[config.mk]
export PLATFORM = sky130hd
export DESIGN_NAME = phy_rx_lane_aligner
export DESIGN_NICKNAME = d
export VERILOG_FILES = /design/src/rtl/phy_rx_lane_aligner.sv
export SDC_FILE = /design/constraint.sdc
export NUM_CORES = 1
export LEC_CHECK = 0
export ABC_AREA = 1
export BUFFER_PORTS_ARGS = -buffer_cell sky130_fd_sc_hd__buf_4
export CORE_AREA = 3 3 76 78
export CTS_CLUSTER_DIAMETER = 100
export DETAILED_ROUTE_END_ITERATION = 8
export DIE_AREA = 0 0 79 81
export GPL_TIMING_DRIVEN = 0
export PLACE_DENSITY = 0.85
export SLEW_MARGIN = 20
export SYNTH_ARGS = -nofsm -noshare
export SYNTH_HDL_FRONTEND = slang
export SYNTH_SLANG_ARGS = --single-unit
[constraint.sdc]
create_clock -name clk_32f -period 1.8 [get_ports clk_32f]
set_input_delay 0.27 -clock clk_32f [delete_from_list [all_inputs] [get_ports clk_32f]]
set_output_delay 0.27 -clock clk_32f [all_outputs]
set_load 0.02 [all_outputs]
[src/rtl/phy_rx_lane_aligner.sv]
// rtl/phy_rx_lane_aligner.sv - serial word aligner with comma lock qualification and round-robin lane fan-out
module phy_rx_lane_aligner #(
    parameter int               WIDTH      = 8,
    parameter int               LANES      = 4,
    parameter logic [WIDTH-1:0] COMMA      = 8'hBC,
    parameter int               LOCK_COUNT = 4
) (
    input  logic                   clk_32f,
    input  logic                   reset,
    input  logic                   resync,
    input  logic                   data_in,
    output logic                   active,
    output logic [WIDTH-1:0]       word_out,
    output logic                   word_valid,
    output logic [LANES*WIDTH-1:0] lane_data,
    output logic [LANES-1:0]       lane_valid
);
    localparam int CW = $clog2(WIDTH + 1);
    localparam int LW = (LANES > 1) ? $clog2(LANES) : 1;
    localparam int KW = $clog2(LOCK_COUNT + 1);

    typedef enum logic [1:0] {HUNT = 2'd0, SYNC = 2'd1, LOCKED = 2'd2} state_t;

    state_t           state;
    state_t           state_nxt;
    logic [WIDTH-1:0] shreg;
    logic [CW-1:0]    bit_cnt;
    logic [KW-1:0]    comma_cnt;
    logic [LW-1:0]    lane_ptr;
    logic             is_comma;
    logic             word_check;
    logic             hunt_hit;
    logic             lock_comma;
    logic             deliver;

    assign is_comma   = (shreg == COMMA);
    assign word_check = (bit_cnt == CW'(WIDTH)) && (state != HUNT);

    always_ff @(posedge clk_32f or negedge reset) begin
        if (!reset) begin
            state <= HUNT;
        end else begin
            state <= state_nxt;
        end
    end

    always_comb begin
        state_nxt = state;
        if (resync) begin
            state_nxt = HUNT;
        end else begin
            case (state)
                HUNT: begin
                    if (is_comma) begin
                        state_nxt = (LOCK_COUNT == 1) ? LOCKED : SYNC;
                    end
                end
                SYNC: begin
                    if (word_check) begin
                        if (!is_comma) begin
                            state_nxt = HUNT;
                        end else if (comma_cnt == KW'(LOCK_COUNT - 1)) begin
                            state_nxt = LOCKED;
                        end
                    end
                end
                default: state_nxt = state;
            endcase
        end
    end

    // resync masks every event of its cycle, including a coincident word check
    always_comb begin
        hunt_hit   = 1'b0;
        lock_comma = 1'b0;
        deliver    = 1'b0;
        if (!resync) begin
            hunt_hit   = (state == HUNT) && is_comma;
            lock_comma = (state == LOCKED) && word_check && is_comma;
            deliver    = (state == LOCKED) && word_check && !is_comma;
        end
    end

    always_ff @(posedge clk_32f or negedge reset) begin
        if (!reset) begin
            shreg      <= '0;
            bit_cnt    <= '0;
            comma_cnt  <= '0;
            lane_ptr   <= '0;
            active     <= 1'b0;
            word_out   <= '0;
            word_valid <= 1'b0;
            lane_data  <= '0;
            lane_valid <= '0;
        end else begin
            shreg      <= {shreg[WIDTH-2:0], data_in};
            active     <= (state_nxt == LOCKED);
            word_valid <= deliver;
            lane_valid <= deliver ? (LANES'(1) << lane_ptr) : '0;

            // bit_cnt free-runs in HUNT; its value only matters once aligned
            if (resync) begin
                bit_cnt <= '0;
            end else if (hunt_hit || word_check) begin
                bit_cnt <= CW'(1);
            end else begin
                bit_cnt <= bit_cnt + 1'b1;
            end

            if (resync) begin
                comma_cnt <= '0;
            end else if (hunt_hit) begin
                comma_cnt <= KW'(1);
            end else if ((state == SYNC) && word_check) begin
                comma_cnt <= is_comma ? comma_cnt + 1'b1 : '0;
            end

            if (resync || lock_comma) begin
                lane_ptr <= '0;
            end else if (deliver) begin
                lane_ptr <= (lane_ptr == LW'(LANES - 1)) ? '0 : lane_ptr + 1'b1;
            end

            if (deliver) begin
                word_out <= shreg;
                for (int i = 0; i < LANES; i++) begin
                    if (lane_ptr == LW'(i)) begin
                        lane_data[i*WIDTH +: WIDTH] <= shreg;
                    end
                end
            end
        end
    end
endmodule

Word level (Yosys, flattened, before mapping)

Index checks and enable logic that the tools add are counted.

Register bits after elaboration: 65
Output and inout port bits: 46
Logic and storage cells: 63

Shift-type cells: 1
Reduce and logical (&&, ||, !) cells: 18
Eq/ne operators: 9
Multiplexer cells: 19
Add/subtract/negate cells: 3

Operator list:

| kind                | count |
|---|---|
| $mux 2              | 8 |
| $mux 3              | 4 |
| $mux 4              | 3 |
| $eq 2x2->1 const B  | 4 |
| $eq 8x8->1 const B  | 1 |
| $reduce_and 2->1    | 4 |
| $logic_and 1x1->1   | 6 |
| $add 4x1->4 const B | 1 |
| $eq 2x1->1 const B  | 2 |
| $eq 4x4->1 const B  | 1 |
| $logic_not 2->1     | 2 |
| $pmux 2 s2          | 1 |
| $reduce_bool 2->1   | 2 |
| $shl 1x2->4 const A | 1 |
| $add 3x1->3 const B | 1 |
| $eq 3x2->1 const B  | 1 |
| $mux 1              | 3 |
| $reduce_bool 3->1   | 1 |
| $add 2x1->2 const B | 1 |
| $logic_or 1x1->1    | 2 |
| $logic_not 1->1     | 1 |

Logic depth before layout (Yosys ltp)

Gate-level depths: netlist (run 1).

Depth in word-level cells: 7
Gate-level depth with buffers: 10
Gate-level depth less buffers: 10

Worst setup path before layout (run 1)

OpenSTA, ideal clock, no wires.

Path kind: reg-to-reg
Start: register bit_cnt[0]
End: register lane_data[24]
Cell stages (with the launch flop): 9
Slack: 0.319 ns
Library setup time: 0.117 ns
Period minus slack after synthesis: 1.481 ns
Arrival: 1.363 ns
Path buffers: 1
Cell sequence: dfrtp_1 > inv_1 > ha_1 > nand3_1 > nor3_4 > buf_6 > nand3_2 > nand2_1 > nand2_1

Longest elaborated chain between the ends: 6

Ends and longest elaborated chain:

| what                              | line | text |
|---|---|---|
| start, declared                   | 27   | `logic [CW-1:0] bit_cnt;` |
| start signal, assigned            | 107  | `bit_cnt <= bit_cnt + 1'b1;` |
| $eq 4x4->1                        | 37   | `assign word_check = (bit_cnt == CW'(WIDTH)) && (state != HUNT);` |
| $logic_and 1x1->1                 | 37   |  |
| $logic_and 1x1->1 (2 in series)   | 80   | `deliver = (state == LOCKED) && word_check && !is_comma;` |
| $mux 1                            | 77   | `if (!resync) begin` |
| $reduce_and 2->1 (no source line) | n/a  |  |
| end signal, assigned by index     | 128  | `lane_data[i*WIDTH +: WIDTH] <= shreg;` |
| end, declared                     | 15   | `output logic [LANES*WIDTH-1:0] lane_data,` |

Every way passes these cells.
A chain may end at the register's enable or synchronous reset.

Worst setup path after layout (run 1)

Start: register bit_cnt[0]
End: register lane_data[17]

The elaborated chain is that of the path after synthesis.

==> results of run 1 <==
## how the worst min path moves through the flow
stage / from / endpoint / cells after the start
final: reset / lane_data[15] / 1
after global placement: data_in / shreg[0] / 1
after floorplan: reset / active / 0
after detailed placement: data_in / shreg[0] / 1
after global routing: data_in / shreg[0] / 1
after CTS: data_in / shreg[0] / 1
## final cells by class
type / count / area (sq um)
buffer: 13 / 91.34
clock buffer: 13 / 148.9
clock inverter: 3 / 40.04
fill: 419 / 1717
inverter: 23 / 86.33
multi-input combinational: 191 / 982.2
sequential: 65 / 1627
tap: 70 / 87.58
timing repair buffer: 48 / 360.3
## worst max-delay path, delay by kind of cell (launching register included)
kind | cells | cell delay, ns
adders and majority gates | 1 | 0.16
buffers and inverters | 2 | 0.27
DFF | 1 | 0.41
and+or+nand+nor | 5 | 0.78
## cell usage after synthesis, types with 2 or more instances
cell      count  area [sq um]
buf_6         5         56.30
o21ai_1       4         20.02
clkbuf_1      3         11.26
buf_2         4         20.02
nand3_2       4         40.04
nand4_1      33         206.5
nor3_1        3         15.01
inv_2         2         7.510
ha_1          8         100.1
nand2_1     107         401.6
nand3_1       8         40.04
inv_1        21         78.83
dfrtp_1      65          1627
nor2_1       13         48.80
## metrics by stage
| stage | TNS, ns | utilization, % | instances |
|---|---|---|---|
| global route | -0.4609 | 66.60 | 426 |
| floorplan | 0 | - | 292 |
| global placement | 0 | 62.93 | 410 |
| detailed placement | 0 | 62.93 | 410 |
| CTS | 0 | 66.60 | 426 |
| finish | 0 | 66.60 | 426 |
## kinds of logic (layout without fill, tap and decap cells)
group | Yosys count | in the layout | share of synthesized area, %
compound gates | 7 | 7 | 1.437
simple gates | 174 | 174 | 29.59
xor+xnor | 2 | 2 | 0.6288
flops | 65 | 65 | 58.37
buf+inv | 36 | 100 | 6.376
fa+ha+maj | 8 | 8 | 3.592
## sequential cells by signal (all words and copies together), names as in the netlist
signal,count
lane_data,32
shreg,8
word_out,8
bit_cnt,4
lane_valid,4
comma_cnt,3
lane_ptr,2
state,2
active,1
word_valid,1
## power breakdown
part           switching [mW]  internal [mW]
logic                  0.0624         0.0218
registers              0.0289           1.48
clock network           0.512          0.674
total                   0.603           2.17
## metal layers
metal	GRT usage (%)	vias to the layer above	wire length, microns
met1	25.60	1017	2454
met3	3.991	15	343
met5	0	-	0
li1	-	1076	-
met4	12.71	0	136
met2	34.18	72	2935
==> results.yml, run 1 <==
floorplanning:
  core_area_sq_um: 5140
  die_area_sq_um: 6399
  ios: 50
  initial_utilization_pct: 54.21
  rows: 26
  die_w_microns: 79
  die_h_microns: 81
synth:
  synth-seq-area-share_pct: 58.37
  ys.flop_type: "dfrtp_1"
  synth_edf_count: 0
  async_reset_ff_share_pct: 100.0
  syn_area_sq_um: 2786
  synth-seq-cells: 65
  synth_nets: 304
  synth_cells: 292
  synth_warnings: 0
  synth_cell_types: 26
  synth.avg_cell_area_sq_um: 9.543
worst_setup_path:
  r2r-start: "bit_cnt[0]"
  setup.worst_path.end: "lane_data[17]"
  ff2ff_path_depth: 8
  rr_endpoint: "lane_data[17]"
  critPathArrivalTime_ns: 1.94
  cp_cell_sequence: "inv_1, ha_1, nand3_1, nor3_4, buf_6, nand3_2, nand2_1, nand2_1"
  max_stage_delay_ns: 0.41
  crit_required_ns: 2.02
  critPathLaunchType: "flop"
  timing.reg2reg.setup_slack_ns: 0.08
  crit_fanout: 10
  cp_slowest_cell: "dfrtp_1"
  criticalPathCategory: "flop to flop"
  cpMostUsedCell: "nand2_1"
  endpoint_kind: "flop"
  crit_start: "bit_cnt[0]"
finish:
  nets: 363
  antenna_cells: 0
  layout-drive-gt1-share_pct: 23.03
  final_common_cell: "nand2_1"
  synthToLayoutAreaGrowth_pct: 22.86
  final_area_sq_um: 3423
  final_cell_mix: "nand2_1 (107), dfrtp_1 (65), buf_4 (48)"
clocking:
  root_buffer: "clkbuf_8"
  clkSinkCount: 65
  ctsResizeCount: 0
  post_cts_buffers: 0
  clkTransAtPathRegs_ns: 0.07
  clk-insertion-delay-late_ns: 0.34
  cts_tree: "done"
  htree_levels: 3
  cts_hold_buf: 0
  numCtsBuffers: 9
  ctsLongestPathBuffers: 2
timing:
  slew-limit-headroom_pct: 48.26
  fin_skew_ns: 0.006652
  whs_ns: 0.01664
  rsz0062_at_grt: "true"
  min_period_over_period_pct: 95.69
  worst_pin_slew_ns: 0.7761
  slew_violations: 0
  final.min_clock_period_ns: 1.722
  worst_slack_ns: 0.07760
  finalHoldViolCount: 0
  fmax_mhz: 580.6
  setup_viol: 0
outcome:
  status: "finished, final reports clean"
detailed_routing:
  drc: 0
  vias_per_cell: 5.117
  drtIter0Drc: 100
  final_antenna_net_count: 0
  vias: 2180
  detail_route.wl_per_cell_microns: 13.78
  firstDrtPassIters: 5
  routed_wl_mm: 5.869
placed_design:
  hpwl_mm: 4.127
  globalplace.congestion: 0.8389
  pre_cts_slack_ns: 0.1071
  placed_cell_area_sq_um: 3234
  io_buffer_count: 48
pwr:
  power.density_nw_per_um2: 810.6
  p_total_mw: 2.775
  p_leak_nw: 1.929
  ir_drop_mv: 0.4724
flow_run:
  maxCapViolations: 0
global_route:
  grt_overflow: 0
  grt_pass1_vias: 2167
  grt_pass1_wl_mm: 10.11
  grt_start_max_net_pins: 66
  antenna_found_initial: 0
  grtUsageTotal_pct: 20.82
worst_hold_path:
  hold_class: "input port to asynchronous set/reset pin"
(Power assumes the default switching activity.)
==> run 2, diff against run 1 <==
CORE_AREA = 3 3 96 62   (was 3 3 76 78)
DIE_AREA = 0 0 99 65   (was 0 0 79 81)
PLACE_DENSITY = 0.86   (was 0.85)
clock period = 2 ns   (was 1.8 ns; I/O delays follow)
==> run 2 against run 1 <==
  * Global-route usage about the same
  * Sequential power down 9%
  * Clock skew up 0.0013 ns
  * Core utilization up 2.5 points
  * Via count down 0.96%
  * Sequential cell count unchanged
  * Maximum frequency up 1.9%
  * Total power up 0.49%
  * Non-clock buffer count unchanged
==> results.yml, run 2 (synthesized netlist as in run 1, its figures left out) <==
timing:
  min_period_over_period_pct: 84.51
  whs_ns: 0.02382
  rsz0062_at_grt: "false"
  final.min_clock_period_ns: 1.690
  tns_ns: 0
  worst_pin_slew_ns: 0.7856
  slew_violations: 0
  fmax_mhz: 591.7
  finalHoldViolCount: 0
  setup_viol: 0
  slew-limit-headroom_pct: 47.62
  fin_skew_ns: 0.007913
finish:
  nets: 363
  final_cell_mix: "nand2_1 (107), dfrtp_1 (65), buf_4 (48)"
  final_common_cell: "nand2_1"
  top_regs: "lane_data: 32 flops, shreg: 8 flops, word_out: 8 flops"
  final_area_sq_um: 3473
  antenna_cells: 0
  largest_reg_flops: 32
  synthToLayoutAreaGrowth_pct: 24.65
  layout-drive-gt1-share_pct: 23.60
  regMostFlops: "lane_data"
worst_setup_path:
  criticalPathCategory: "flop to flop"
  timing.reg2reg.setup_slack_ns: 0.31
  ff2ff_path_depth: 8
  r2r-start: "bit_cnt[0]"
  rr_endpoint: "lane_data[31]"
  critPathArrivalTime_ns: 1.91
  critPathLaunchType: "flop"
  crit_fanout: 10
  crit_required_ns: 2.22
  endpoint_kind: "flop"
clocking:
  ctsResizeCount: 0
  numCtsBuffers: 9
  clkTransAtPathRegs_ns: 0.07
  clkSinkCount: 65
  root_buffer: "clkbuf_8"
  ctsLongestPathBuffers: 2
  cts_tree: "done"
  cts_hold_buf: 0
  clk-insertion-delay-late_ns: 0.34
  post_cts_buffers: 0
  htree_levels: 3
placed_design:
  globalplace.congestion: 0.8441
  hpwl_mm: 4.217
  io_buffer_count: 48
  placed_cell_area_sq_um: 3229
floorplanning:
  die_area_sq_um: 6435
  ios: 50
  core_area_sq_um: 5030
  initial_utilization_pct: 55.40
  die_w_microns: 99
  rows: 20
  die_h_microns: 65
pwr:
  p_leak_nw: 1.951
  ir_drop_mv: 0.5136
  power.density_nw_per_um2: 802.8
worst_hold_path:
  hold_class: "input port to asynchronous set/reset pin"
detailed_routing:
  routed_wl_mm: 6.030
  drtIter0Drc: 194
  firstDrtPassIters: 7
  drc: 0
  vias: 2159
  final_antenna_net_count: 0
  vias_per_cell: 5.116
  detail_route.wl_per_cell_microns: 14.29
flow_run:
  maxCapViolations: 0
global_route:
  grt_overflow: 0
  grt_pass1_vias: 2043
  antenna_found_initial: 0
  grt_start_max_net_pins: 66
  grtUsageTotal_pct: 20.82
  grt_pass1_wl_mm: 10.14
outcome:
  status: "finished, final reports clean"
[run 2: changes by cell type in the layout (fill, tap and decap cells not counted)]
| cell | delta |
|---|---|
| clkinv_2 | -1 |
| clkinvlp_4 | +1 |
| clkbuf_1 | -2 |
| bufinv_16 | +2 |
[run 2: worst max-delay path by stage]
stage                    start            end  slack, ns  cells past startpoint
floorplan           bit_cnt[0]  lane_data[24]       0.52                      8
global placement    bit_cnt[0]  lane_data[25]       0.38                      8
detailed placement  bit_cnt[0]   lane_data[1]       0.33                      8
CTS                 bit_cnt[0]  lane_data[29]       0.32                      8
global route        bit_cnt[0]  lane_data[24]       0.09                      8
finish              bit_cnt[0]  lane_data[31]       0.31                      8
[run 2: worst max-delay path: stages, from the launching register on]
cell and delay [ns]:
dfrtp_1 0.42, inv_1 0.08, ha_1 0.16, nand3_1 0.13, nor3_4 0.21, buf_6 0.20, nand3_2 0.19, nand2_1 0.11
nand2_1 0.06
[run 2: per-stage QoR]
stage	instances	power, mW	utilization, %	setup WS [ns]
after floorplan	292	1.409	-	0.5191
after global placement	406	1.452	64.20	0.3753
after detailed placement	406	1.456	64.20	0.3262
after CTS	422	2.810	69.05	0.3182
after global routing	422	2.899	69.05	0.08858
final	422	2.789	69.05	0.3099
[run 2: per-layer routing]
| metal | wire length [microns] | GRT usage [%] |
|---|---|---|
| met5 | 0 | 0 |
| met1 | 2916 | 29.61 |
| met2 | 2473 | 28.34 |
| met3 | 584 | 10.11 |
| met4 | 55 | 5.281 |
[run 2: power by group]
part,switching [mW],internal [mW]
Clock,0.497,0.860
Combinational,0.0562,0.0197
Sequential,0.0278,1.33
[run 2: cell type report]
| type | instances | area, sq um |
|---|---|---|
| Inverter | 23 | 86.33 |
| Sequential cell | 65 | 1627 |
| Buffer | 13 | 91.34 |
| Multi-Input combinational cell | 191 | 982.2 |
| Clock buffer | 11 | 141.4 |
| Tap cell | 66 | 82.58 |
| Fill cell | 397 | 1556 |
| Timing Repair Buffer | 48 | 360.3 |
| Clock inverter | 5 | 102.6 |
==> run 3, diff against run 2 <==
clock period = 1.7 ns   (was 2 ns; I/O delays follow)
==> run 3 against run 2 <==
  * The flow now finishes with violations (hold timing)
  * Critical path depth did not move
  * Clock-buffer cell count did not move
  * Register-to-register slack got worse by 0.29 ns
  * Sequential cell count did not move
  * Clock skew rose by 0.0025 ns
  * Via count rose by 9.0%
  * Clock power rose by 18%
  * Worst setup slack got worse by 0.29 ns
  * Largest power group is now clock
  * Highest routed layer unchanged
==> results.yml, run 3 (synthesized netlist as in run 1, its figures left out) <==
floorplanning:
  die_w_microns: 99
  die_area_sq_um: 6435
  core_area_sq_um: 5030
  die_h_microns: 65
  rows: 20
  ios: 50
  initial_utilization_pct: 55.40
detailed_routing:
  detail_route.wl_per_cell_microns: 16.02
  firstDrtPassIters: 4
  vias_per_cell: 5.372
  routed_wl_mm: 7.018
  drtIter0Drc: 241
  final_antenna_net_count: 0
  drc: 0
  vias: 2353
timing:
  final.min_clock_period_ns: 1.676
  fmax_mhz: 596.5
  whs_ns: -0.003794
  min_period_over_period_pct: 98.61
  tns_ns: 0
  worst_slack_ns: 0.02369
  rsz0062_at_grt: "true"
  slew_violations: 0
  finalHoldViolCount: 13
  worst_pin_slew_ns: 0.7816
  fin_skew_ns: 0.01041
  setup_viol: 0
  slew-limit-headroom_pct: 47.89
worst_setup_path:
  endpoint_kind: "flop"
  cp_slowest_cell: "dfrtp_1"
  crit_fanout: 5
  critPathArrivalTime_ns: 1.96
  r2r-start: "bit_cnt[0]"
  criticalPathCategory: "flop to flop"
  rr_endpoint: "lane_data[22]"
  ff2ff_path_depth: 8
  critPathLaunchType: "flop"
  timing.reg2reg.setup_slack_ns: 0.02
  max_stage_delay_ns: 0.43
  crit_required_ns: 1.99
  cp_cell_sequence: "inv_2, ha_4, nand3_4, nor3_4, buf_4, clkbuf_16, nand4_1, nand2_1"
finish:
  fillers: 335
  nets: 379
  antenna_cells: 0
  largest_reg_flops: 32
  regMostFlops: "lane_data"
  multi_input_area_sq_um: 1079
  final_common_cell: "nand2_1"
  layout-drive-gt1-share_pct: 30.38
  synthToLayoutAreaGrowth_pct: 34.84
  top_regs: "lane_data: 32 flops, shreg: 8 flops, word_out: 8 flops"
  instances_no_fill: 438
  register_area_sq_um: 1633
  final_cell_mix: "nand2_1 (104), dfrtp_1 (60), buf_4 (56)"
clocking:
  clk-insertion-delay-late_ns: 0.35
  cts_tree: "done"
  clkSinkCount: 65
  htree_levels: 3
  root_buffer: "clkbuf_8"
  numCtsBuffers: 9
  ctsLongestPathBuffers: 2
  clkTransAtPathRegs_ns: 0.07
global_route:
  antenna_found_initial: 0
  grt_pass1_vias: 2043
  grt_start_max_net_pins: 66
  grtUsageTotal_pct: 20.82
  grt_overflow: 0
  grt_pass1_wl_mm: 10.14
placed_design:
  dp_cells: 406
  pre_cts_slack_ns: 0.02624
  hpwl_mm: 4.217
  io_buffer_count: 48
  globalplace.congestion: 0.8441
pwr:
  ir_drop_mv: 0.6240
  p_leak_nw: 2.036
  power.density_nw_per_um2: 885.9
outcome:
  status: "complete, but fails checks"
  violations: "hold timing"
worst_hold_path:
  hold_class: "input port to asynchronous set/reset pin"
flow_run:
  maxCapViolations: 0
## run 3: changes by cell type in the layout (fill, tap and decap cells not counted), sizes merged
cell,delta
clkbuf,+5
clkinvlp,+1
nand3,+1
buf,+8
inv,-1
nor2,+1
dlygate4sd3,+1
## run 3: worst max-delay path by stage
stage          startpoint       endpoint  slack (ns)  cells after the start
2_1_floorplan  bit_cnt[0]  lane_data[24]        0.22                      8
3_3_place_gp   bit_cnt[0]  lane_data[25]        0.08                      8
3_5_place_dp   bit_cnt[0]   lane_data[1]        0.03                      8
4_1_cts        bit_cnt[0]  lane_data[29]        0.02                      8
5_1_grt        bit_cnt[0]  lane_data[10]       -0.05                      8
6_report       bit_cnt[0]  lane_data[22]        0.02                      8
## run 3: critical path: cells and delay by family (launching register included)
family | cells | cell delay, ns
adder cells (fa/ha/maj) | 1 | 0.14
buffers and inverters | 3 | 0.45
flip-flops | 1 | 0.43
AND/OR/NAND/NOR | 4 | 0.60
## run 3: final cells by class
class | instances | share of cell area [%]
Sequential cell | 65 | 43.46
Multi-Input combinational cell | 193 | 28.70
Timing Repair Buffer | 62 | 13.92
Clock buffer | 11 | 3.763
Buffer | 13 | 2.831
Clock inverter | 5 | 2.731
Inverter | 23 | 2.398
Tap cell | 66 | 2.198
## run 3: stage by stage
stage                     area, sq um  total power, mW  utilization (%)
after floorplan                  2786            1.658                -
after global placement           3229            1.708            64.20
after detailed placement         3229            1.713            64.20
after CTS                        3473            3.306            69.05
after global routing             3757            3.448            74.70
final                            3757            3.329            74.70
## run 3: where the power goes
| group | switching [mW] | internal [mW] | leakage [nW] |
|---|---|---|---|
| sequential | 0.0326 | 1.56 | 0.882 |
| clock | 0.596 | 1.01 | 0.120 |
| combinational | 0.0826 | 0.0426 | 1.03 |
## run 3: metal layers
| metal | track usage, % | routed length, microns | vias to the layer above |
|---|---|---|---|
| met1 | 29.61 | 3004 | 1108 |
| met2 | 28.34 | 3136 | 117 |
| met4 | 5.281 | 142 | 0 |
| met5 | 0 | 0 | - |
| met3 | 10.11 | 735 | 17 |
| li1 | - | - | 1111 |
## run 3: what timing repair did
| item | in CTS | in global routing |
|---|---|---|
| hold endpoints to repair | 0 | 1 |
| buffers inserted | 0 | 7 |
| setup endpoints to repair | 0 | 43 |
| resized for setup | 0 | 34 |
| hold buffers | 0 | 1 |
